**src/rtl/mem_port_arbiter_if.sv**
```systemverilog
// Bundles the fetch port, the memory-access port and the single-port memory side of the arbiter.
// The slave modport is the arbiter's view. The master modport is the view of the requesters and the memory.
interface mem_port_arbiter_if #(
    parameter int ADDR_W = 16,
    parameter int DATA_W = 16
);
    logic              if_req;
    logic [ADDR_W-1:0] if_addr;
    logic              if_gnt;
    logic              if_valid;
    logic [DATA_W-1:0] if_rdata;

    logic              ma_req;
    logic              ma_we;
    logic [ADDR_W-1:0] ma_addr;
    logic [DATA_W-1:0] ma_wdata;
    logic              ma_gnt;
    logic              ma_valid;
    logic [DATA_W-1:0] ma_rdata;

    logic [ADDR_W-1:0] mem_addr;
    logic [DATA_W-1:0] mem_wdata;
    logic              mem_we;
    logic [DATA_W-1:0] mem_rdata;

    logic              stall_if;

    modport slave (
        input  if_req, if_addr, ma_req, ma_we, ma_addr, ma_wdata, mem_rdata,
        output if_gnt, if_valid, if_rdata, ma_gnt, ma_valid, ma_rdata,
        output mem_addr, mem_wdata, mem_we, stall_if
    );

    modport master (
        output if_req, if_addr, ma_req, ma_we, ma_addr, ma_wdata, mem_rdata,
        input  if_gnt, if_valid, if_rdata, ma_gnt, ma_valid, ma_rdata,
        input  mem_addr, mem_wdata, mem_we, stall_if
    );
endinterface

```
**src/rtl/mem_port_arbiter.sv**
```systemverilog
// Arbitrates IF/MA onto one single-port memory with MA priority and an IF starvation guard; grant-to-valid latency is 1 cycle.
// A loser is backpressured by a low gnt and must hold its request. Nothing is queued here.
module mem_port_arbiter #(
    parameter int ADDR_W     = 16,
    parameter int DATA_W     = 16,
    parameter int STARVE_MAX = 3
) (
    input  logic                clk,
    input  logic                rst_n,
    mem_port_arbiter_if.slave   bus
);
    localparam logic [3:0] STARVE_LIM = 4'(STARVE_MAX);

    typedef enum logic [1:0] {
        ST_IDLE,
        ST_IF_RSP,
        ST_MA_RD_RSP,
        ST_MA_WR_RSP
    } state_t;

    state_t             r_state;
    logic [3:0]         r_starve;
    logic               r_if_vld;
    logic               r_ma_vld;
    logic [DATA_W-1:0]  r_if_hold;
    logic [DATA_W-1:0]  r_ma_hold;

    logic               w_starved;
    logic               w_if_gnt;
    logic               w_ma_gnt;

    // rst_n gates the grants directly so that nothing reaches memory while reset is held.
    assign w_starved = (r_starve == STARVE_LIM);
    assign w_if_gnt  = rst_n & bus.if_req & (~bus.ma_req | w_starved);
    assign w_ma_gnt  = rst_n & bus.ma_req & ~w_if_gnt;

    assign bus.if_gnt   = w_if_gnt;
    assign bus.ma_gnt   = w_ma_gnt;
    assign bus.stall_if = bus.if_req & ~w_if_gnt;

    always_comb begin
        bus.mem_addr  = '0;
        bus.mem_wdata = '0;
        bus.mem_we    = 1'b0;
        if (w_if_gnt) begin
            bus.mem_addr = bus.if_addr;
        end else if (w_ma_gnt) begin
            bus.mem_addr  = bus.ma_addr;
            bus.mem_wdata = bus.ma_wdata;
            bus.mem_we    = bus.ma_we;
        end
    end

    always_ff @(posedge clk or negedge rst_n) begin
        if (!rst_n) begin
            r_state  <= ST_IDLE;
            r_if_vld <= 1'b0;
            r_ma_vld <= 1'b0;
        end else if (w_if_gnt) begin
            r_state  <= ST_IF_RSP;
            r_if_vld <= 1'b1;
            r_ma_vld <= 1'b0;
        end else if (w_ma_gnt) begin
            r_state  <= bus.ma_we ? ST_MA_WR_RSP : ST_MA_RD_RSP;
            r_if_vld <= 1'b0;
            r_ma_vld <= 1'b1;
        end else begin
            r_state  <= ST_IDLE;
            r_if_vld <= 1'b0;
            r_ma_vld <= 1'b0;
        end
    end

    always_ff @(posedge clk or negedge rst_n) begin
        if (!rst_n) begin
            r_starve <= '0;
        end else if (bus.if_req && !w_if_gnt) begin
            if (!w_starved) begin
                r_starve <= r_starve + 4'd1;
            end
        end else begin
            r_starve <= '0;
        end
    end

    // Holding registers capture the word that is returned, so that rdata stays stable once valid drops.
    always_ff @(posedge clk or negedge rst_n) begin
        if (!rst_n) begin
            r_if_hold <= '0;
            r_ma_hold <= '0;
        end else begin
            if (r_state == ST_IF_RSP) begin
                r_if_hold <= bus.mem_rdata;
            end
            if (r_state == ST_MA_RD_RSP) begin
                r_ma_hold <= bus.mem_rdata;
            end
        end
    end

    assign bus.if_valid = r_if_vld;
    assign bus.ma_valid = r_ma_vld;
    assign bus.if_rdata = (r_state == ST_IF_RSP)    ? bus.mem_rdata : r_if_hold;
    assign bus.ma_rdata = (r_state == ST_MA_RD_RSP) ? bus.mem_rdata : r_ma_hold;
endmodule

```
**src/flat_wrapper.sv**
```systemverilog
// flat-port wrapper written by rule: the top's interface ports become plain ports
module mem_port_arbiter_flat 
#(
    parameter int ADDR_W     = 16,
    parameter int DATA_W     = 16,
    parameter int STARVE_MAX = 3
)
  (clk, rst_n, bus_if_req, bus_if_addr, bus_ma_req, bus_ma_we, bus_ma_addr, bus_ma_wdata, bus_mem_rdata, bus_if_gnt, bus_if_valid, bus_if_rdata, bus_ma_gnt, bus_ma_valid, bus_ma_rdata, bus_mem_addr, bus_mem_wdata, bus_mem_we, bus_stall_if);
  mem_port_arbiter_if #(.ADDR_W(ADDR_W), .DATA_W(DATA_W)) bus_i ();
  input  logic clk;
  input  logic rst_n;
  input wire logic [$bits(bus_i.if_req)-1:0] bus_if_req;
  input wire logic [$bits(bus_i.if_addr)-1:0] bus_if_addr;
  input wire logic [$bits(bus_i.ma_req)-1:0] bus_ma_req;
  input wire logic [$bits(bus_i.ma_we)-1:0] bus_ma_we;
  input wire logic [$bits(bus_i.ma_addr)-1:0] bus_ma_addr;
  input wire logic [$bits(bus_i.ma_wdata)-1:0] bus_ma_wdata;
  input wire logic [$bits(bus_i.mem_rdata)-1:0] bus_mem_rdata;
  output wire logic [$bits(bus_i.if_gnt)-1:0] bus_if_gnt;
  output wire logic [$bits(bus_i.if_valid)-1:0] bus_if_valid;
  output wire logic [$bits(bus_i.if_rdata)-1:0] bus_if_rdata;
  output wire logic [$bits(bus_i.ma_gnt)-1:0] bus_ma_gnt;
  output wire logic [$bits(bus_i.ma_valid)-1:0] bus_ma_valid;
  output wire logic [$bits(bus_i.ma_rdata)-1:0] bus_ma_rdata;
  output wire logic [$bits(bus_i.mem_addr)-1:0] bus_mem_addr;
  output wire logic [$bits(bus_i.mem_wdata)-1:0] bus_mem_wdata;
  output wire logic [$bits(bus_i.mem_we)-1:0] bus_mem_we;
  output wire logic [$bits(bus_i.stall_if)-1:0] bus_stall_if;
  assign bus_i.if_req = bus_if_req;
  assign bus_i.if_addr = bus_if_addr;
  assign bus_i.ma_req = bus_ma_req;
  assign bus_i.ma_we = bus_ma_we;
  assign bus_i.ma_addr = bus_ma_addr;
  assign bus_i.ma_wdata = bus_ma_wdata;
  assign bus_i.mem_rdata = bus_mem_rdata;
  assign bus_if_gnt = bus_i.if_gnt;
  assign bus_if_valid = bus_i.if_valid;
  assign bus_if_rdata = bus_i.if_rdata;
  assign bus_ma_gnt = bus_i.ma_gnt;
  assign bus_ma_valid = bus_i.ma_valid;
  assign bus_ma_rdata = bus_i.ma_rdata;
  assign bus_mem_addr = bus_i.mem_addr;
  assign bus_mem_wdata = bus_i.mem_wdata;
  assign bus_mem_we = bus_i.mem_we;
  assign bus_stall_if = bus_i.stall_if;
  mem_port_arbiter #(.ADDR_W(ADDR_W), .DATA_W(DATA_W), .STARVE_MAX(STARVE_MAX)) u_core (.clk(clk), .rst_n(rst_n), .bus(bus_i));
endmodule
```
**config.mk**
```make
export PLATFORM = sky130hd
export DESIGN_NAME = mem_port_arbiter_flat
export DESIGN_NICKNAME = d
export VERILOG_FILES = /design/src/rtl/mem_port_arbiter_if.sv /design/src/rtl/mem_port_arbiter.sv /design/src/flat_wrapper.sv
export SDC_FILE = /design/constraint.sdc
export NUM_CORES = 1
export LEC_CHECK = 0
export ABC_CLOCK_PERIOD_IN_PS = 1850
export CAP_MARGIN = 20
export CORE_MARGIN = 2
export CORE_UTILIZATION = 30
export DETAILED_ROUTE_END_ITERATION = 6
export GPL_TIMING_DRIVEN = 0
export PLACE_DENSITY_LB_ADDON = 0.3
export SYNTH_ARGS = -nofsm -noshare
export SYNTH_HDL_FRONTEND = slang
export SYNTH_SLANG_ARGS = --single-unit
```
**constraint.sdc**
```tcl
create_clock -name clk -period 1.85 [get_ports clk]
set_input_delay 0.37 -clock clk [delete_from_list [all_inputs] [get_ports clk]]
set_output_delay 0.37 -clock clk [all_outputs]
set_load 0.01 [all_outputs]
```
* Word level (Yosys, flattened, before mapping)
Cells that the tools add are included.
W data, S select, Z words.
** Cells by class
- Mux-type cells :: 16
- Eq/ne operators :: 4
- Bitwise gates (word level) :: 8
- $add $sub $neg :: 1
- Reductions and logical operators :: 2
** Operators with widths (number)
- $mux W16 :: 6
- $mux W4 :: 2
- $mux W1 :: 6
- $and A1 B1 Y1 :: 5
- $add A4 B1 Y4 const B :: 1
- $eq A4 B2 Y1 const B :: 1
- $mux W2 :: 2
- $eq A2 B1 Y1 const B :: 1
- $eq A2 B2 Y1 const B :: 1
- $ne A2 B2 Y1 const B :: 1
- $not A1 Y1 :: 2
- $logic_and A1 B1 Y1 :: 1
- $logic_not A1 Y1 :: 1
- $or A1 B1 Y1 :: 1
** Storage, ports and cells
- Word-level logic and storage cells :: 37
- Bits in registers :: 40
- Input bits :: 69
- Output and inout bits :: 70

* Depth between registers and ports, before layout
Gate-level depths: netlist (run 1).
- Depth in word-level cells :: 7
- Mapped depth :: 6

* Worst setup path before layout (run 1)
No wires, ideal clock.
- Path kind :: register to output
- From :: register u_core.r_starve[0]
- To :: output bus_mem_addr[10]
- Data arrival time :: 1495 ps
- Slack :: -15 ps
- Stages on the path, launching flop included :: 7
- Data required time :: 1480 ps
- Cell sequence :: dfrtp_1 ha_1 nor3b_4 o211a_1 buf_6 buf_12 a22o_1
** On the way
- Cells in the longest elaborated chain, start to end :: 7
** Ends and longest elaborated chain
- start, declared :: RTL line mem_port_arbiter.sv:22 : logic [3:0] r_starve;
- start signal, assigned :: RTL line mem_port_arbiter.sv:79 : r_starve <= r_starve + 4'd1;
- $eq A4 B2 Y1 * :: RTL line mem_port_arbiter.sv:33 : assign w_starved = (r_starve == STARVE_LIM);
- $or A1 B1 Y1 * :: RTL line mem_port_arbiter.sv:34 : assign w_if_gnt = rst_n & bus.if_req & (~bus.ma_req | w_starved);
- $and A1 B1 Y1 * :: RTL line mem_port_arbiter.sv:34
- via bus_if_gnt :: RTL line flat_wrapper.sv:19 : output wire logic [$bits(bus_i.if_gnt)-1:0] bus_if_gnt;
- $not A1 Y1 :: RTL line mem_port_arbiter.sv:35 : assign w_ma_gnt = rst_n & bus.ma_req & ~w_if_gnt;
- $and A1 B1 Y1 :: RTL line mem_port_arbiter.sv:35
- $mux W16 :: RTL line mem_port_arbiter.sv:47 : end else if (w_ma_gnt) begin
- $mux W16 * :: RTL line mem_port_arbiter.sv:45 : if (w_if_gnt) begin
- end, declared :: RTL line flat_wrapper.sv:25 : output wire logic [$bits(bus_i.mem_addr)-1:0] bus_mem_addr;
Mark *: on every way through the listed nets, which the timed path passes. The rest lies on a longest branch.

* Final worst setup path (run 1)
- From :: register u_core.r_starve[0]
- To :: output bus_mem_addr[12]
** On the way
- Cells in the longest elaborated chain, start to end :: 7
** Ends and longest elaborated chain (RTL line)
- $eq A4 B2 Y1 * :: mem_port_arbiter.sv:33
- $or A1 B1 Y1 * :: mem_port_arbiter.sv:34
- $and A1 B1 Y1 * :: mem_port_arbiter.sv:34
- $not A1 Y1 :: mem_port_arbiter.sv:35
- $and A1 B1 Y1 :: mem_port_arbiter.sv:35
- $mux W16 :: mem_port_arbiter.sv:47
- $mux W16 * :: mem_port_arbiter.sv:45
Mark *: on every way between the ends. The rest lies on a longest branch, timed or not.

==> out/summary.txt, run 1 <==
Status -> finished, violations left
Failing checks -> setup timing
GP Congestion -> 0.7124
Most used routing layer -> met2
Placed insts -> 349
CP max FO -> 9
All-Layer GR Usage -> 18.24%
Leading area contributor after synthesis -> dfrtp_1
Inserted Clock Buffers -> 5
Die extent in y -> 82.01 µm
CP required -> 1.48 ns
Count of input and output buffers -> 138
Final period util -> 122.7%
Antenna Violating Nets Remaining -> 0
Endpoint type of the worst setup path -> output port
Io pins -> 139
Sw Pwr -> 796.5 µW
Synth area leaders -> dfrtp_1, mux2_2, and2_1
Switching share of power -> 24.82%
Post-synth EDFFs -> 0
Vias in the first global route -> 1855
Die ar. -> 6725 µm²
First DRT Iteration DRCs -> 20
WP data arrival -> 1.90 ns
RSZ-0062 raised after global routing -> yes
Synthesis-to-finish area growth -> 129.8%
Die W -> 82.01 µm
Sinks on Clock Net -> 39
Count leader, synth -> dfrtp_1
Pint -> 2413 µW
Logic gate share of total power -> 41.2%
Post-Layout Cell Count -> 400
Register bit total from synthesis -> 39
Setup Skew -> 0.01472 ns
Fin nets -> 394
Ys async rst share -> 100.0%
Largest net degree at the start of global routing -> 43
Clk pin slew, worst setup/hold paths -> 0.08 ns
Gate Count Post-Synth -> 135
Final core occ -> 71.28%
Syn_nets -> 205
Final hold viol count -> 0
Hpwl dp -> 4228 µm
Worst slew pin tran -> 0.2568 ns
Antenna diode count -> 0
Peak VDD IR -> 448.4 µV
Top cells by count, synth -> dfrtp_1, mux2_2, and2_1, a22o_1
Grt total ovfl -> 0
Htree depth -> 2
FP Rows -> 28
Clk buf depth -> 2
Fraction of layout cells with a size suffix above 1 -> 58.77%
Core Region -> 5886 µm²
Yosys warns -> 0
Met1 Usage GRT -> 19.05%
First-pass GRT wire length -> 9204 µm
CTS Root Buffer Type -> clkbuf_8
Relative slew slack -> 82.82%
Drt pass-1 iters -> 4
Top-area cell type share of the netlist area -> 53.46%
Crit path launch type -> register
Yosys cell types -> 23
Wire length per cell -> 16.55 µm
M2 GR Usage -> 33.82%
Critical path type -> register to output port
Area of the multi-input gates -> 967.2 µm²
Sequential-to-total area share from yosys stat -> 53.46%
Fin crit period -> 2.270 ns
Dpl ws -> -0.7537 ns
Sequential share of power -> 32.8%
Final setup viols -> 68
Fin. max-slew vios -> 0
FMAX -> 0.4405 GHz
Vias -> 1841
Reg-to-reg slack, setup -> 0.08 ns
Initial antenna violation count -> 0
Worst skew pair latency -> 0.29 ns
Fill cell count -> 449
Ys flop type -> dfrtp_1
Final wirelength -> 6618 µm
Vias per cell -> 4.603
TritonCTS clock tree -> built
Effective utilization at floorplan -> 31.02%
Pwr Density -> 765.1 nW/µm²
Remaining DRCs -> 0
Met3 Use GR -> 7.912%
Max-cap violations -> 0
Register area -> 975.9 µm²
Final worst setup slack -> -0.4203 ns
Clk pwr share -> 25.9%
Cell Area, Synth -> 1826 µm²
Post-Syn Area per Cell -> 13.52 µm²
Hold Slack -> 0.04496 ns
Setup TNS -> -14.11 ns
Worst hold path type -> input port to async pin
P_leak -> 0.002040 µW
critical path: stages (launching register included):
cell and delay (ns):
dfrtp_1 0.39, ha_2 0.20, nor3b_4 0.16, o211a_1 0.22, buf_6 0.14, clkbuf_16 0.15, a22o_1 0.22, buf_6 0.13
flip-flops by register name (all words and copies together) (netlist names):
| signal | flops |
|---|---|
| u_core.bus.ma_valid | 1 |
| u_core.r_if_hold | 16 |
| u_core.r_state | 1 |
| u_core.r_ma_hold | 16 |
| u_core.bus.if_valid | 1 |
| u_core.r_starve | 4 |
placed cells by master, fill, tap and decap left out, types with 2 or more instances in the layout:
cell,count
buf_4,17
buf_8,2
mux2_4,32
buf_12,4
clkdlybuf4s50_1,68
a22o_1,11
dfrtp_1,39
a22o_2,5
bufinv_16,2
xnor2_1,2
and3_1,4
clkbuf_8,5
and2_4,16
and2_1,2
inv_1,2
buf_6,89
buf_2,9
cell type report:
type                       count  share of cell area [%]
inverter                       2                  0.1789
tap                           75                   2.237
sequential                    39                   23.26
buffer                         8                   2.535
timing repair buffer         183                   45.57
clock buffer                   6                   1.730
clock inverter                 2                   1.432
multi-input combinational     85                   23.05
per-stage QoR:
stage	area, µm²	power (µW)
floorplan	1826	1432
global placement	3301	2021
detailed placement	3316	2041
CTS	3910	3091
global route	4195	3369
finish	4195	3210
final timing paths:
| kind | start | end | cells past startpoint |
|---|---|---|---|
| min | rst_n | u_core.r_ma_hold[0] | 2 |
| min in group clk | u_core.r_ma_hold[8] | u_core.r_ma_hold[8] | 1 |
| min reg2reg | u_core.r_ma_hold[8] | u_core.r_ma_hold[8] | 1 |
| max reg2reg | u_core.r_starve[0] | u_core.r_starve[1] | 7 |
| max in group asynchronous | rst_n | u_core.r_if_hold[6] | 2 |
| max | u_core.r_starve[0] | bus_mem_addr[12] | 7 |
routing by layer:
metal  vias to the layer above  part of all wire (%)
met3                         6                    11
met5                         -                     0
met4                         0                  0.80
li1                        856                     -
met2                        91                    53
met1                       888                    36
cells by family after synthesis:
family / Yosys count / share of synthesized area, %
flops: 39 / 53.46
compound gates: 21 / 10.08
mux: 33 / 20.36
xor+xnor: 2 / 0.9597
simple gates: 28 / 10.14
buf+inv: 11 / 4.318
fa+ha+maj: 1 / 0.6853
power groups by stage:
stage	Combinational, µW	Clock (µW)	Sequential, µW
2_1_floorplan	384	0	1050
4_1_cts	1200	846	1050
3_3_place_gp	968	0	1050
6_report	1320	832	1050
3_5_place_dp	981	0	1060
5_1_grt	1410	892	1070
repair_timing:
item | 4_1_cts | 5_1_grt
pin swaps | 13 | 13
gates resized for setup | 383 | 53
gates cloned | 4 | 1
hold buffers | 0 | 0
setup endpoints to repair | 68 | 66
buffers inserted | 24 | 17
Note: power is estimated with default switching activity, not from simulation.
==> run 2: changes to the inputs <==
--- a/config.mk
+++ b/config.mk
@@ -6,9 +6,9 @@
 export NUM_CORES = 1
 export LEC_CHECK = 0
 export ABC_CLOCK_PERIOD_IN_PS = 1850
-export CAP_MARGIN = 20
 export CORE_MARGIN = 2
 export CORE_UTILIZATION = 30
+export CTS_CLUSTER_DIAMETER = 120
 export DETAILED_ROUTE_END_ITERATION = 6
 export GPL_TIMING_DRIVEN = 0
 export PLACE_DENSITY_LB_ADDON = 0.3
==> results of run 2 <==
Final layout, timing and power as in run 1 (identical DEF).
